<file path="src/rtl/lcd_text_arbiter_if.sv">
// Bundle of every signal around the text-VRAM arbiter: LCD fetch port, CPU port,
// clear command and the VRAM primitive. The slave modport is the arbiter; master is its surroundings.
interface lcd_text_arbiter_if #(
    parameter int ADDR_W = 10,
    parameter int DATA_W = 8
);
    logic              lcd_req;
    logic [ADDR_W-1:0] lcd_addr;
    logic [DATA_W-1:0] lcd_data;
    logic              lcd_valid;

    // CPU port handshake: a request transfers in any cycle where cpu_valid and
    // cpu_ready are both 1; the requester holds cpu_valid and its payload until then.
    // Reads answer with a one-cycle cpu_rvalid pulse three cycles after acceptance.
    logic              cpu_valid;
    logic              cpu_we;
    logic [ADDR_W-1:0] cpu_addr;
    logic [DATA_W-1:0] cpu_wdata;
    logic              cpu_ready;
    logic [DATA_W-1:0] cpu_rdata;
    logic              cpu_rvalid;

    logic              clr_start;
    logic [DATA_W-1:0] clr_char;
    logic              clr_busy;
    logic              clr_done;
    logic              clr_state;

    logic              ram_ce;
    logic              ram_we;
    logic [ADDR_W-1:0] ram_addr;
    logic [DATA_W-1:0] ram_wdata;
    logic [DATA_W-1:0] ram_rdata;

    modport slave (
        input  lcd_req, lcd_addr,
        output lcd_data, lcd_valid,
        input  cpu_valid, cpu_we, cpu_addr, cpu_wdata,
        output cpu_ready, cpu_rdata, cpu_rvalid,
        input  clr_start, clr_char,
        output clr_busy, clr_done, clr_state,
        output ram_ce, ram_we, ram_addr, ram_wdata,
        input  ram_rdata
    );

    modport master (
        output lcd_req, lcd_addr,
        input  lcd_data, lcd_valid,
        output cpu_valid, cpu_we, cpu_addr, cpu_wdata,
        input  cpu_ready, cpu_rdata, cpu_rvalid,
        output clr_start, clr_char,
        input  clr_busy, clr_done, clr_state,
        input  ram_ce, ram_we, ram_addr, ram_wdata,
        output ram_rdata
    );
endinterface

</file>
<file path="src/rtl/lcd_text_arbiter.sv">
// Single-port text VRAM arbiter: LCD fetch (fixed 3-cycle latency, top priority),
// screen-clear engine, then CPU valid/ready port. One VRAM access per cycle.
module lcd_text_arbiter #(
    parameter int                CELLS  = 1020,
    parameter int                ADDR_W = 10,
    parameter int                DATA_W = 8,
    parameter logic [DATA_W-1:0] BLANK  = 8'h20
) (
    input logic               PixelClk,
    input logic               nRST,
    lcd_text_arbiter_if.slave bus
);
    localparam logic [ADDR_W:0]   CELLS_W = (ADDR_W + 1)'(CELLS);
    localparam logic [ADDR_W-1:0] LAST    = ADDR_W'(CELLS - 1);

    typedef enum logic {S_IDLE, S_CLEAR} clr_state_t;
    typedef enum logic [1:0] {OWN_NONE, OWN_LCD, OWN_CPU} owner_t;

    typedef struct packed {
        owner_t            owner;
        logic              oor;
        logic [DATA_W-1:0] forced;
    } tag_t;

    clr_state_t        state, state_n;
    logic [ADDR_W-1:0] cnt, cnt_n;
    logic [DATA_W-1:0] fill, fill_n;
    logic              done_r, done_n;

    logic              ram_ce_r, ram_ce_n;
    logic              ram_we_r, ram_we_n;
    logic [ADDR_W-1:0] ram_addr_r, ram_addr_n;
    logic [DATA_W-1:0] ram_wdata_r, ram_wdata_n;

    tag_t              tag_n, tag1, tag2;
    logic              lcd_valid_r, cpu_rvalid_r;
    logic [DATA_W-1:0] lcd_data_r, cpu_rdata_r;

    logic lcd_in_range, cpu_in_range, cpu_ready, cpu_fire;

    assign lcd_in_range = ({1'b0, bus.lcd_addr} < CELLS_W);
    assign cpu_in_range = ({1'b0, bus.cpu_addr} < CELLS_W);
    // Gating with nRST keeps ready low while reset is asserted.
    assign cpu_ready    = nRST & ~bus.lcd_req & (state == S_IDLE) & ~bus.clr_start;
    assign cpu_fire     = bus.cpu_valid & cpu_ready;

    always_comb begin
        state_n     = state;
        cnt_n       = cnt;
        fill_n      = fill;
        done_n      = 1'b0;
        ram_ce_n    = 1'b0;
        ram_we_n    = 1'b0;
        ram_addr_n  = ram_addr_r;
        ram_wdata_n = ram_wdata_r;
        tag_n       = '0;

        if (bus.lcd_req) begin
            tag_n.owner = OWN_LCD;
            if (lcd_in_range) begin
                ram_ce_n   = 1'b1;
                ram_addr_n = bus.lcd_addr;
            end else begin
                tag_n.oor    = 1'b1;
                tag_n.forced = BLANK;
            end
        end else if (state == S_CLEAR) begin
            ram_ce_n    = 1'b1;
            ram_we_n    = 1'b1;
            ram_addr_n  = cnt;
            ram_wdata_n = fill;
            if (cnt == LAST) begin
                state_n = S_IDLE;
                done_n  = 1'b1;
            end else begin
                cnt_n = cnt + 1'b1;
            end
        end else if (cpu_fire) begin
            ram_addr_n = bus.cpu_addr;
            if (bus.cpu_we) begin
                // Out-of-range writes are accepted but never reach the RAM.
                ram_we_n    = 1'b1;
                ram_ce_n    = cpu_in_range;
                ram_wdata_n = bus.cpu_wdata;
            end else begin
                tag_n.owner = OWN_CPU;
                ram_ce_n    = cpu_in_range;
                tag_n.oor   = ~cpu_in_range;
            end
        end

        if ((state == S_IDLE) && bus.clr_start) begin
            state_n = S_CLEAR;
            cnt_n   = '0;
            fill_n  = bus.clr_char;
        end
    end

    always_ff @(posedge PixelClk or negedge nRST) begin
        if (!nRST) begin
            state        <= S_IDLE;
            cnt          <= '0;
            fill         <= '0;
            done_r       <= 1'b0;
            ram_ce_r     <= 1'b0;
            ram_we_r     <= 1'b0;
            ram_addr_r   <= '0;
            ram_wdata_r  <= '0;
            tag1         <= '0;
            tag2         <= '0;
            lcd_valid_r  <= 1'b0;
            lcd_data_r   <= '0;
            cpu_rvalid_r <= 1'b0;
            cpu_rdata_r  <= '0;
        end else begin
            state        <= state_n;
            cnt          <= cnt_n;
            fill         <= fill_n;
            done_r       <= done_n;
            ram_ce_r     <= ram_ce_n;
            ram_we_r     <= ram_we_n;
            ram_addr_r   <= ram_addr_n;
            ram_wdata_r  <= ram_wdata_n;
            // tag2 lines up with ram_rdata for the access that tag1 issued.
            tag1         <= tag_n;
            tag2         <= tag1;
            lcd_valid_r  <= (tag2.owner == OWN_LCD);
            cpu_rvalid_r <= (tag2.owner == OWN_CPU);
            if (tag2.owner == OWN_LCD) begin
                lcd_data_r <= tag2.oor ? tag2.forced : bus.ram_rdata;
            end
            if (tag2.owner == OWN_CPU) begin
                cpu_rdata_r <= tag2.oor ? tag2.forced : bus.ram_rdata;
            end
        end
    end

    assign bus.lcd_data   = lcd_data_r;
    assign bus.lcd_valid  = lcd_valid_r;
    assign bus.cpu_ready  = cpu_ready;
    assign bus.cpu_rdata  = cpu_rdata_r;
    assign bus.cpu_rvalid = cpu_rvalid_r;
    assign bus.clr_busy   = (state == S_CLEAR);
    assign bus.clr_done   = done_r;
    assign bus.clr_state  = state;
    assign bus.ram_ce     = ram_ce_r;
    assign bus.ram_we     = ram_we_r;
    assign bus.ram_addr   = ram_addr_r;
    assign bus.ram_wdata  = ram_wdata_r;
endmodule

</file>
<file path="src/flat_wrapper.sv">
// flat-port wrapper written by rule: the top's interface ports become plain ports
module lcd_text_arbiter_flat 
#(
    parameter int                CELLS  = 1020,
    parameter int                ADDR_W = 10,
    parameter int                DATA_W = 8,
    parameter logic [DATA_W-1:0] BLANK  = 8'h20
)
  (PixelClk, nRST, bus_lcd_req, bus_lcd_addr, bus_lcd_data, bus_lcd_valid, bus_cpu_valid, bus_cpu_we, bus_cpu_addr, bus_cpu_wdata, bus_cpu_ready, bus_cpu_rdata, bus_cpu_rvalid, bus_clr_start, bus_clr_char, bus_clr_busy, bus_clr_done, bus_clr_state, bus_ram_ce, bus_ram_we, bus_ram_addr, bus_ram_wdata, bus_ram_rdata);
  lcd_text_arbiter_if #(.ADDR_W(ADDR_W), .DATA_W(DATA_W)) bus_i ();
  input logic PixelClk;
  input logic nRST;
  input wire logic [$bits(bus_i.lcd_req)-1:0] bus_lcd_req;
  input wire logic [$bits(bus_i.lcd_addr)-1:0] bus_lcd_addr;
  output wire logic [$bits(bus_i.lcd_data)-1:0] bus_lcd_data;
  output wire logic [$bits(bus_i.lcd_valid)-1:0] bus_lcd_valid;
  input wire logic [$bits(bus_i.cpu_valid)-1:0] bus_cpu_valid;
  input wire logic [$bits(bus_i.cpu_we)-1:0] bus_cpu_we;
  input wire logic [$bits(bus_i.cpu_addr)-1:0] bus_cpu_addr;
  input wire logic [$bits(bus_i.cpu_wdata)-1:0] bus_cpu_wdata;
  output wire logic [$bits(bus_i.cpu_ready)-1:0] bus_cpu_ready;
  output wire logic [$bits(bus_i.cpu_rdata)-1:0] bus_cpu_rdata;
  output wire logic [$bits(bus_i.cpu_rvalid)-1:0] bus_cpu_rvalid;
  input wire logic [$bits(bus_i.clr_start)-1:0] bus_clr_start;
  input wire logic [$bits(bus_i.clr_char)-1:0] bus_clr_char;
  output wire logic [$bits(bus_i.clr_busy)-1:0] bus_clr_busy;
  output wire logic [$bits(bus_i.clr_done)-1:0] bus_clr_done;
  output wire logic [$bits(bus_i.clr_state)-1:0] bus_clr_state;
  output wire logic [$bits(bus_i.ram_ce)-1:0] bus_ram_ce;
  output wire logic [$bits(bus_i.ram_we)-1:0] bus_ram_we;
  output wire logic [$bits(bus_i.ram_addr)-1:0] bus_ram_addr;
  output wire logic [$bits(bus_i.ram_wdata)-1:0] bus_ram_wdata;
  input wire logic [$bits(bus_i.ram_rdata)-1:0] bus_ram_rdata;
  assign bus_i.lcd_req = bus_lcd_req;
  assign bus_i.lcd_addr = bus_lcd_addr;
  assign bus_lcd_data = bus_i.lcd_data;
  assign bus_lcd_valid = bus_i.lcd_valid;
  assign bus_i.cpu_valid = bus_cpu_valid;
  assign bus_i.cpu_we = bus_cpu_we;
  assign bus_i.cpu_addr = bus_cpu_addr;
  assign bus_i.cpu_wdata = bus_cpu_wdata;
  assign bus_cpu_ready = bus_i.cpu_ready;
  assign bus_cpu_rdata = bus_i.cpu_rdata;
  assign bus_cpu_rvalid = bus_i.cpu_rvalid;
  assign bus_i.clr_start = bus_clr_start;
  assign bus_i.clr_char = bus_clr_char;
  assign bus_clr_busy = bus_i.clr_busy;
  assign bus_clr_done = bus_i.clr_done;
  assign bus_clr_state = bus_i.clr_state;
  assign bus_ram_ce = bus_i.ram_ce;
  assign bus_ram_we = bus_i.ram_we;
  assign bus_ram_addr = bus_i.ram_addr;
  assign bus_ram_wdata = bus_i.ram_wdata;
  assign bus_i.ram_rdata = bus_ram_rdata;
  lcd_text_arbiter #(.CELLS(CELLS), .ADDR_W(ADDR_W), .DATA_W(DATA_W), .BLANK(BLANK)) u_core (.PixelClk(PixelClk), .nRST(nRST), .bus(bus_i));
endmodule
</file>
<file path="config.mk">
export PLATFORM = sky130hd
export DESIGN_NAME = lcd_text_arbiter_flat
export DESIGN_NICKNAME = d
export VERILOG_FILES = /design/src/rtl/lcd_text_arbiter_if.sv /design/src/rtl/lcd_text_arbiter.sv /design/src/flat_wrapper.sv
export SDC_FILE = /design/constraint.sdc
export NUM_CORES = 1
export LEC_CHECK = 0
export ABC_CLOCK_PERIOD_IN_PS = 1850
export CORE_MARGIN = 2
export CORE_UTILIZATION = 34
export DETAILED_ROUTE_END_ITERATION = 10
export PLACE_DENSITY = 0.61
export RECOVER_POWER = 50
export SETUP_SLACK_MARGIN = 0.5
export SYNTH_ARGS = -nofsm -noshare
export SYNTH_HDL_FRONTEND = slang
export SYNTH_SLANG_ARGS = --single-unit
</file>
<file path="constraint.sdc">
create_clock -name PixelClk -period 1.85 [get_ports PixelClk]
set_input_delay 0.2775 -clock PixelClk [delete_from_list [all_inputs] [get_ports PixelClk]]
set_output_delay 0.2775 -clock PixelClk [all_outputs]
set_load 0.1 [all_outputs]
</file>
======== Word-level counts from Yosys, hierarchy flattened ========
Index checks and enable logic that the tools add are counted.
word-level totals
  flip-flop bits (word level) ............. 80
  bits in latches ......................... 0
  memory bits (writable) .................. 0
  ROM bits ................................ 0
  input port bits ......................... 50
  output and inout bits ................... 42
  word-level logic and storage cells ...... 76
  memories kept ........................... 0
cells by class
  $add $sub $neg .......................... 1
  multipliers ............................. 0
  divide/modulo/power cells ............... 0
  magnitude comparators ................... 2
  equality and inequality tests ........... 6
  shifts and indexed selects .............. 0
  multiplexer cells ....................... 33
  bitwise logic cells ..................... 8
  reduce and logical (&&, ||, !) cells .... 8
operators with widths
  operator               number
  $mux 10                8
  $mux 8                 5
  $lt 10x10->1 const B   2
  $mux 1                 15
  $mux 3                 4
  $add 10x1->10 const B  1
  $eq 10x10->1 const B   1
  $mux 9                 1
  $reduce_and 3->1       2
  $reduce_bool 2->1      3
  $and 1x1->1            4
  $ne 2x1->1 const B     2
  $not 1->1              4
  $reduce_bool 3->1      1
  $eq 2x1->1 const B     1
  $eq 2x2->1 const B     1
  $ne 2x2->1 const B     1
  $reduce_and 2->1       1
  $logic_and 1x1->1      1

======== Logic depth before layout (Yosys ltp) ========
Gate-level depths: netlist (run 1).
  depth after elaboration ................. 8
  depth in mapped cells ................... 6
  depth with buffers taken out ............ 5

======== Worst setup path before layout (run 1) ========
OpenSTA, ideal clock, no wires.
  kind .................................... reg2reg
  start ................................... register u_core.state (netlist: u_core.bus.clr_busy)
  end ..................................... register u_core.tag1[8] (netlist name)
  setup time .............................. 118 ps
  arrival time ............................ 2278 ps
  required time ........................... 1732 ps
  setup slack ............................. -546 ps
  stages on the path, launching flop included .. 6
  path buffers ............................ 1
  clock period less this slack ............ 2396 ps
  path through ............................ dfrtp_1 -> buf_2 -> inv_1 -> and2_1 -> and3b_1 -> a21o_1
RTL lines
  what                    RTL line                 text
  from (decl)             lcd_text_arbiter.sv:25   clr_state_t state, state_n;
  from (signal assigned)  lcd_text_arbiter.sv:116  state <= state_n;
  to (signal assigned)    lcd_text_arbiter.sv:125  tag1 <= tag_n;
  to (decl)               lcd_text_arbiter.sv:35   tag_t tag_n, tag1, tag2;

======== Final worst setup path (run 1) ========
  start ................................... register u_core.state (netlist: u_core.bus.clr_busy)
  end ..................................... output port bus_cpu_ready
on the way
  word-level cells in the longest chain between the ends .. 3
ends and longest elaborated chain
  what                      RTL line                text
  $not 1->1                 lcd_text_arbiter.sv:44  assign cpu_ready = nRST & ~bus.lcd_req & (state == S_IDLE) & ~bus.clr_start;
  $and 1x1->1 (2 in a row)  lcd_text_arbiter.sv:44
  to (decl)                 flat_wrapper.sv:21      output wire logic [$bits(bus_i.cpu_ready)-1:0] bus_cpu_ready;
No other way between the ends.

==> run metrics, run 1 <==
largest area contributor in the netlist dfrtp_1; initial core utilization between 30% and 40%; Post-synth top flop dfrtp_1; area delta synth->final 56.9%; Synth Area in Adders less than 1%; slew margin rel. between 40 and 50%; Crit Path Class reg -> out; Placement Cell Area 4150 um^2; Worst EP arrival 1.26 ns; number of enable flip-flop cells after synthesis 0; period utilization 82.9%; RSZ-0062 raised after global routing true; syn_area_per_cell approximately 11 um^2; Setup crit start u_core.bus.clr_busy$_DFFE_PN0P_; slew at the pin closest to its max-slew limit ~0.90 ns; Via density between 4 and 5; Chip Height about 98 um; status finished, final reports clean; cell row count 34; overall power between 4000 and 5000 uW; DRC viols 0; Antenna Violating Nets Remaining 0; fmax ~650 MHz; Leak between 0.002 and 0.0025 uW; Final TNS setup 0 ns; crit-path cells inv_1 -> and2_4 -> buf_12; Mapped Cells about 260; Worst Setup Start Kind register; Placer Congestion just under 0.8; Fillers roughly 760; max-cap viol count 0; crit path capture type output pin; final setup violation count 0; Worst EP required 1.57 ns; GRT Residual Overflow 0; post-synthesis compound-gate area fraction between 6 and 7%; Synth async-reset ratio 100%; Worst Skew about 0.0043 ns; slowest stage delay, CP 0.51 ns; commonest cells after routing, fill and taps aside buf_4, dfrtp_1, clkdlybuf4s50_1; CTS tree built; Hold Vio Cnt, Final 0; crit-path max FO 6; post-layout min period 1.53 ns; DP Cell Count ~460; post-synthesis xor/xnor area fraction between 1 and 1.5%; Finished Layout Cells between 500 and 600; synth unique cells 36; critical path's slowest cell dfrtp_4; post-synthesis mux area share between 10% and 20%; clk slew on worst S/H paths ~0.070 ns; synth top area cells dfrtp_1, mux2i_1, mux2_2; Syn Nets ~310; kind of cell adding the most delay to the critical path flip-flops; Nets 442; antenna violations before repair 1; Reg-to-Reg Start u_core.bus.clr_busy$_DFFE_PN0P_; num ports 92; share of layout cells above drive strength 1 35.5%; fin area about 4700 um^2; Num CTS Buffers 9; first-pass GRT wire length 12,800 um; Pre-antenna DRT Iters 4; share of the synthesized area in the top cell type 55.3%; most common cell after layout, fill and taps aside buf_4; die extent in x between 90 and 100 um; Reg area roughly 1700 um^2; die area approximately 9600 um^2; Clock Sinks 66; Pins Over Slew Limit 0; Pwr Density approximately 1000 nW/um^2; Worst Hold Class in -> async; largest family of logic cells by synthesized area multiplexers; CTS Root Cell clkbuf_8; CTS H-tree depth 3; DR vias ~2.4k; wire length per cell ~15 um; Buf/Inv on CP 2; largest net degree at the start of global routing 67; flops & latches, synth 66; drt initial violations 51; Synth warnings 0; Multi-input gate area roughly 1500 um^2; Simple-Gate Fraction of Synth Area between 10 and 15%; Port Buf Inserts 91; vias in the first global route 2,519; CORE AREA 8640 um^2; worst skew pair latency between 0.3 and 0.4 ns; GRT Total Usage between 10% and 20%; Syn Std Cell Area approximately 3000 um^2; worst vdd ir roughly 0.00052 V; Max Root-Sink Buffers 2; register area share after synthesis a little under three fifths; DRT Wirelength around 7700 um; Post-DP HPWL 5180 um
==> per-layer routing <==
layer / up-vias / part of all wire, % / GRT usage [%]
li1: 1171 / - / -
met1: 1195 / 46 / 23.3
met2: 61 / 48 / 26.0
met3: 8 / 4.4 / 3.44
met4: 0 / 1.5 / 7.26
met5: - / 0 / 0
==> what timing repair did <==
| item | CTS | global route |
|---|---|---|
| buffers inserted | 19 | 11 |
| endpoints found under the setup margin | 34 | 34 |
| pin swaps | 8 | 7 |
| hold endpoints to repair | 0 | 0 |
| cloned | 0 | 0 |
| gates resized for setup | 19 | 12 |
| hold buffers | 0 | 0 |
==> logic make-up (layout without fill, tap and decap cells) <==
group	Yosys count	in the layout
buffers and inverters	17	150
AO/OA/AOI/OAI	36	36
flip-flops	66	66
other	0	1
XOR/XNOR	5	5
adder cells (fa/ha/maj)	1	1
AND/OR/NAND/NOR	79	79
multiplexers	57	57
==> cell usage after synthesis, types with 2 or more instances <==
master and instances:
mux2_2 18, or3_1 2, nor2b_1 2, mux2i_1 39, a21oi_1 12, o21ai_0 19, clkbuf_1 3, nand2b_1 9
nand3_1 2, buf_4 4, nand2_1 22, xnor2_1 4, dfrtp_1 66, nand4_1 5, nor3_1 7, nor2_1 18
buf_2 4, and2_1 2, nand4b_1 2, inv_1 5
==> path summary, 6_finish.rpt <==
kind / to / slack (ns) / depth (start not counted)
worst min register to register: u_core.tag2[9]$_DFF_PN0_ / 0.35 / 0
max in group asynchronous: u_core.bus.clr_busy$_DFFE_PN0P_ / 0.86 / 2
min in group PixelClk: u_core.tag2[9]$_DFF_PN0_ / 0.35 / 0
worst min-delay path: u_core.tag2[10]$_DFF_PN0_ / 0.35 / 2
worst max-delay path: bus_cpu_ready / 0.32 / 3
worst max register to register: u_core.bus.ram_addr[9]$_DFFE_PN0P_ / 0.34 / 5
==> where the power goes <==
group          internal, uW  leakage [uW]  total, uW  switching (uW)
clock                   677      0.000101       1180             503
combinational           647       0.00132       1740            1090
sequential             1630      0.000783       1800             164
total                  2960       0.00220       4710            1760
==> stage by stage <==
stage | utilization [%] | hold slack [ns] | setup WS (ns)
after CTS | 52.8 | 0.256 | 0.318
after detailed placement | 48.0 | 0.335 | -0.209
final | 54.3 | 0.349 | 0.316
after floorplan | - | -0.0181 | 0.292
after global routing | 54.3 | 0.358 | 0.235
after global placement | 48.0 | 0.333 | -0.176
==> layout make-up <==
cell class	count	area share (%)
clock inverters	3	0.854
clock buffers	11	3.23
multi-input cells	178	31.0
flip-flops and latches	66	35.5
well taps	108	2.88
repair buffers	131	26.2
inverters	5	0.400
diodes	1	0.0534
==> registers in the layout, indices dropped and copies added (netlist names), 4 cells and up <==
register	count
u_core.tag2	4
u_core.bus.lcd_data	8
u_core.bus.ram_addr	10
u_core.bus.cpu_rdata	8
u_core.fill	8
u_core.tag1	4
u_core.bus.ram_wdata	8
u_core.cnt	10
Power figures use the tool's default switching activity.
==> run 2: changes to the inputs <==
- ABC_CLOCK_PERIOD_IN_PS: 1850 -> 1300
- PLACE_DENSITY: 0.61 -> 0.64
- clock period: 1.85 -> 1.3 ns (I/O delays scaled with it)
==> run 2 against run 1 <==
Against the previous run: the flow now finishes with violations (setup timing); global-route usage grew 1.8 points; clock power rose by 82%; worst setup slack lost 0.52 ns; highest routed layer unchanged; sequential power is 47% higher; design area is 27% higher; register-to-register slack lost 0.51 ns; clock-buffer cell count fell by 2; first-iteration DRC count is 71% higher; clock skew grew 0.0094 ns; hold slack got worse by 0.25 ns.
==> run metrics, run 2 (synthesized netlist as in run 1, its figures left out) <==
status complete, but fails checks; violated checks setup timing; worst skew pair latency 0.35 ns; DRC viols 0; cell row count 34; drt initial violations 87; initial core utilization 34.6%; pre-CTS setup slack -0.388 ns; DR vias about 2.7k; Num CTS Buffers 9; cts-stage hold buffer count 0; Hold Vio Cnt, Final 0; Final TNS setup -3.88 ns; Clock Sinks 66; CORE AREA between 8000 and 9000 um^2; n_diodes 0; DRT Wirelength 9220 um; reg-to-reg endpoint u_core.bus.ram_wdata[0]$_DFFE_PN0P_; worst vdd ir 0.000621 V; slew margin rel. around two fifths; worst min-delay path endpoint u_core.bus.ram_addr[2]$_DFFE_PN0P_; first-pass GRT wire length ~14,000 um; Crit Path Class reg -> out; Worst Hold Class in -> reg; Via density about 5; Pre-antenna DRT Iters 5; Worst EP required roughly 1.1 ns; antenna violations before repair 0; die area about 9600 um^2; worst hold start bus_lcd_addr[2]; Fillers between 500 and 600; Placer Congestion between 0.7 and 0.8; Worst EP arrival ~1.3 ns; Pwr Density roughly 1300 nW/um^2; CTS Root Cell clkbuf_8; setup ws final -0.203 ns; Register-to-Register Path Depth 8; max-cap viol count 0; Chip Height between 90 and 100 um; most common cell after layout, fill and taps aside buf_4; setup slack, reg-to-reg -0.17 ns; period utilization 116%; Port Buf Inserts approximately 90; Post-DP HPWL between 5000 and 6000 um; post-layout min period about 1.5 ns; largest net degree at the start of global routing between 60 and 70; share of layout cells above drive strength 1 between 60% and 70%; Worst Skew 0.0137 ns; RSZ-0062 raised after global routing true; area delta synth->final 100%; crit-path max FO 2; commonest cells after routing, fill and taps aside buf_4, buf_12, dfrtp_4; slew at the pin closest to its max-slew limit 0.888 ns; Nets ~480; final setup violation count 41; hold depth 3; fmax about 670 MHz; GRT Total Usage 18.6%; Worst Setup Start Kind register; Reg-to-Reg Start u_core.bus.clr_busy$_DFFE_PN0P_; overall power a little under 8000 uW; clk slew on worst S/H paths around 0.08 ns; die extent in x about 100 um; Leak 0.00266 uW; vias in the first global route 2,744; CTS tree built; wire length per cell between 15 and 20 um; GRT Residual Overflow 0; Max Root-Sink Buffers 2; Pins Over Slew Limit 0; crit path capture type output pin; num ports a little over 90; CTS H-tree depth 3; Antenna Violating Nets Remaining 0
-- run 2: worst max path at each step --
stage,startpoint,to
after floorplan,u_core.bus.clr_busy$_DFFE_PN0P_,u_core.tag1[8]$_DFF_PN0_
after global placement,bus_clr_start,bus_cpu_ready
after detailed placement,bus_lcd_req,u_core.tag1[8]$_DFF_PN0_
after CTS,u_core.bus.clr_busy$_DFFE_PN0P_,bus_cpu_ready
after global routing,u_core.bus.clr_busy$_DFFE_PN0P_,bus_cpu_ready
final,u_core.bus.clr_busy$_DFFE_PN0P_,bus_cpu_ready
-- run 2: through the flow --
stage | cell area, um^2 | hold WS, ns | cells | util (%)
finish | 5970 | 0.103 | 545 | 69.2
global route | 5970 | 0.0784 | 545 | 69.2
CTS | 5630 | 0.0341 | 522 | 65.2
detailed placement | 4950 | 0.336 | 480 | 57.3
global placement | 4950 | 0.332 | 480 | 57.3
floorplan | 3310 | -0.101 | 261 | -
-- run 2: worst max-delay path, stage by stage (launching register included) --
cell and delay [ns]:
dfrtp_4 0.49, buf_8 0.13, clkinv_4 0.03, and2_4 0.14, buf_12 0.17
-- run 2: area by class of cell --
| type | count | area, um^2 | area share (%) |
|---|---|---|---|
| Tap cell | 108 | 135 | 2.26 |
| Sequential cell | 66 | 1810 | 30.2 |
| Clock buffer | 9 | 124 | 2.07 |
| Timing Repair Buffer | 168 | 2050 | 34.2 |
| Inverter | 5 | 23.8 | 0.398 |
| Clock inverter | 7 | 125 | 2.09 |
| Multi-Input combinational cell | 182 | 1720 | 28.7 |
-- run 2: report_power, final --
part | internal (uW) | switching (uW) | leakage [uW] | total, uW
clock network | 1290 | 859 | 0.000124 | 2150
logic | 1380 | 1700 | 0.00178 | 3070
registers | 2390 | 261 | 0.000753 | 2650
total | 5050 | 2820 | 0.00266 | 7870
-- run 2: timing repair --
item	in CTS	in global routing
resized for setup	63	62
pin swaps	38	18
buffers inserted	21	21
setup endpoints to repair	103	103
gates cloned	5	2
-- run 2: routing by layer --
layer	up-vias	wire length, um	share of wire, %	global-route usage, %
li1	1263	-	-	-
met1	1313	3820	41	23.4
met2	74	4850	53	31.6
met3	16	367	4.0	4.44
met4	0	185	2.0	6.52
met5	-	0	0	0
==> run 3: changes to the inputs <==
- CELL_PAD_IN_SITES_DETAIL_PLACEMENT: not set -> 0
- CELL_PAD_IN_SITES_GLOBAL_PLACEMENT: not set -> 1
- CORE_UTILIZATION: 34 -> 32
- PLACE_DENSITY: 0.64 -> 0.75
==> run 3 against run 2 <==
Against the previous run: the run still ends with setup timing left; sequential share of layout area up 0.53 points; core utilization is 5.0 points lower; hold slack better by 0.017 ns; largest power group unchanged; critical endpoint unchanged; critical path depth unchanged; clock-buffer cell count up 1; maximum frequency down 0.53%; total power is 5.7% lower; die area increased by 6.0%.
==> run metrics, run 3 (synthesized netlist as in run 1, its figures left out) <==
status complete, but fails checks; violated checks setup timing; Nets roughly 480; antenna violations before repair 2; Final TNS setup -3.91 ns; DP Cell Count 485; final setup violation count 38; Worst Setup Start Kind register; worst skew pair latency ~0.34 ns; clk slew on worst S/H paths around 0.070 ns; worst vdd ir ~0.00074 V; post-layout min period between 1.5 and 2 ns; CORE AREA about 9000 um^2; Worst EP required between 1 and 1.5 ns; die extent in x approximately 100 um; Hold Vio Cnt, Final 0; met3 wire length roughly 380 um; Crit Path Class reg -> out; DR vias between 2k and 3k; Finished Layout Cells 546; Chip Height 101 um; period utilization 116%; initial core utilization roughly a third; most common cell after layout, fill and taps aside buf_4; critical path's slowest cell dfrtp_4; Clock Sinks 66; Port Buf Inserts slightly above 90; Register-to-Register Path Depth 8; pre-CTS setup slack -0.396 ns; largest net degree at the start of global routing 67; GRT Residual Overflow 0; CTS tree built; Pwr Density around 1300 nW/um^2; vias in the first global route between 2k and 3k; first-pass GRT wire length approximately 14,000 um; num ports 92; crit-path cells buf_6 -> inv_4 -> and2_4 -> buf_12; crit-path max FO 3; wire length per cell roughly 16 um; met2 wire len ~4700 um; Leak approximately 0.0026 uW; Num CTS Buffers 9; CTS Root Cell clkbuf_8; crit path capture type output pin; area delta synth->final 96.5%; max-cap viol count 0; Pre-antenna DRT Iters 4; DRT Wirelength just under 9000 um; drt initial violations 40; Post-DP HPWL roughly 5700 um; Pins Over Slew Limit 0; worst hold start bus_lcd_addr[2]; Setup crit start u_core.bus.clr_busy$_DFFE_PN0P_; slew margin rel. between 30% and 40%; slew at the pin closest to its max-slew limit between 0.9 and 1 ns; Max Root-Sink Buffers 2; cell row count 35; Antenna Violating Nets Remaining 0; die area between 10,000 and 15,000 um^2; Worst EP arrival about 1.3 ns; setup ws final -0.211 ns; CTS H-tree depth 3; GRT Total Usage ~18%; Reg-to-Reg Start u_core.bus.clr_busy$_DFFE_PN0P_; Worst Skew a little over 0.009 ns; Placer Congestion a little under 0.9; share of layout cells above drive strength 1 between 60% and 70%; Via density 4.87; commonest cells after routing, fill and taps aside buf_4, buf_12, dfrtp_4; met1 WL between 3000 and 4000 um; slowest stage delay, CP 0.49 ns; Worst Hold Class in -> reg; hold depth 3; Fillers ~700; DRC viols 0; RSZ-0062 raised after global routing true; fmax 662 MHz; DR top layer met4
==> run 3: cell types whose count changed in the layout (fill, tap and decap cells not counted), moves of 3 or more <==
cell / change
o21ai_2: +4
a21oi_2: +4
buf_6: -4
nand2b_1: -3
clkbuf_2: -8
o21ai_1: -5
buf_8: -4
clkinv_4: -4
buf_4: +4
nor2_2: -3
nor2_4: +3
nand2b_4: +3
buf_2: +9
==> run 3: power by group <==
part	total, uW	internal (uW)	switching [uW]	leakage (uW)
Combinational	3000	1350	1650	0.00172
Clock	1770	938	831	0.0000987
Sequential	2660	2390	274	0.000753
Total	7430	4670	2750	0.00257
==> run 3: area by class of cell <==
type	instances	area, um^2	area share (%)
Sequential cell	66	1810	30.8
Clock buffer	10	138	2.34
Timing Repair Buffer	164	1960	33.3
Inverter	5	21.3	0.362
Multi-Input combinational cell	182	1740	29.7
Antenna cell	2	5.00	0.0853
Clock inverter	6	63.8	1.09
Tap cell	111	139	2.37
==> run 3: layer usage <==
layer / vias up / track usage [%]
met1: 1330 / 22.7
met3: 12 / 4.30
li1: 1259 / -
met2: 58 / 29.1
met5: - / 0
met4: 0 / 6.53
==> run 3: repair_timing <==
item,in CTS,in global routing
cloned,4,2
resized for setup,97,28
buffers inserted,20,17
endpoints found under the hold margin,66,11
setup endpoints to repair,101,102
pin swaps,38,10
==> run 3: worst paths after layout <==
kind / endpoint / slack, ns
max reg2reg: u_core.bus.ram_wdata[1]$_DFFE_PN0P_ / -0.16
min reg2reg: u_core.tag2[8]$_DFF_PN0_ / 0.35
min: u_core.bus.ram_addr[2]$_DFFE_PN0P_ / 0.12
max in group asynchronous: u_core.bus.cpu_rdata[4]$_DFFE_PN0P_ / 0.37
max: bus_cpu_ready / -0.21
min in group asynchronous: u_core.fill[3]$_DFFE_PN0P_ / 0.24
==> run 3: per-stage QoR <==
step                hold slack, ns  util (%)  power [uW]  instance area, um^2
floorplan                   -0.101         -        4150                 3310
global placement             0.335      54.5        5300                 4990
detailed placement           0.336      54.5        5350                 4990
CTS                        -0.0346      61.1        7320                 5600
global route                 0.121      64.1        7760                 5870
finish                       0.120      64.1        7430                 5870
==> run 3: critical path, delay by kind of cell (launching register included) <==
kind	cells	cell delay, ns
flops	1	0.49
simple gates	1	0.14
buf+inv	3	0.34
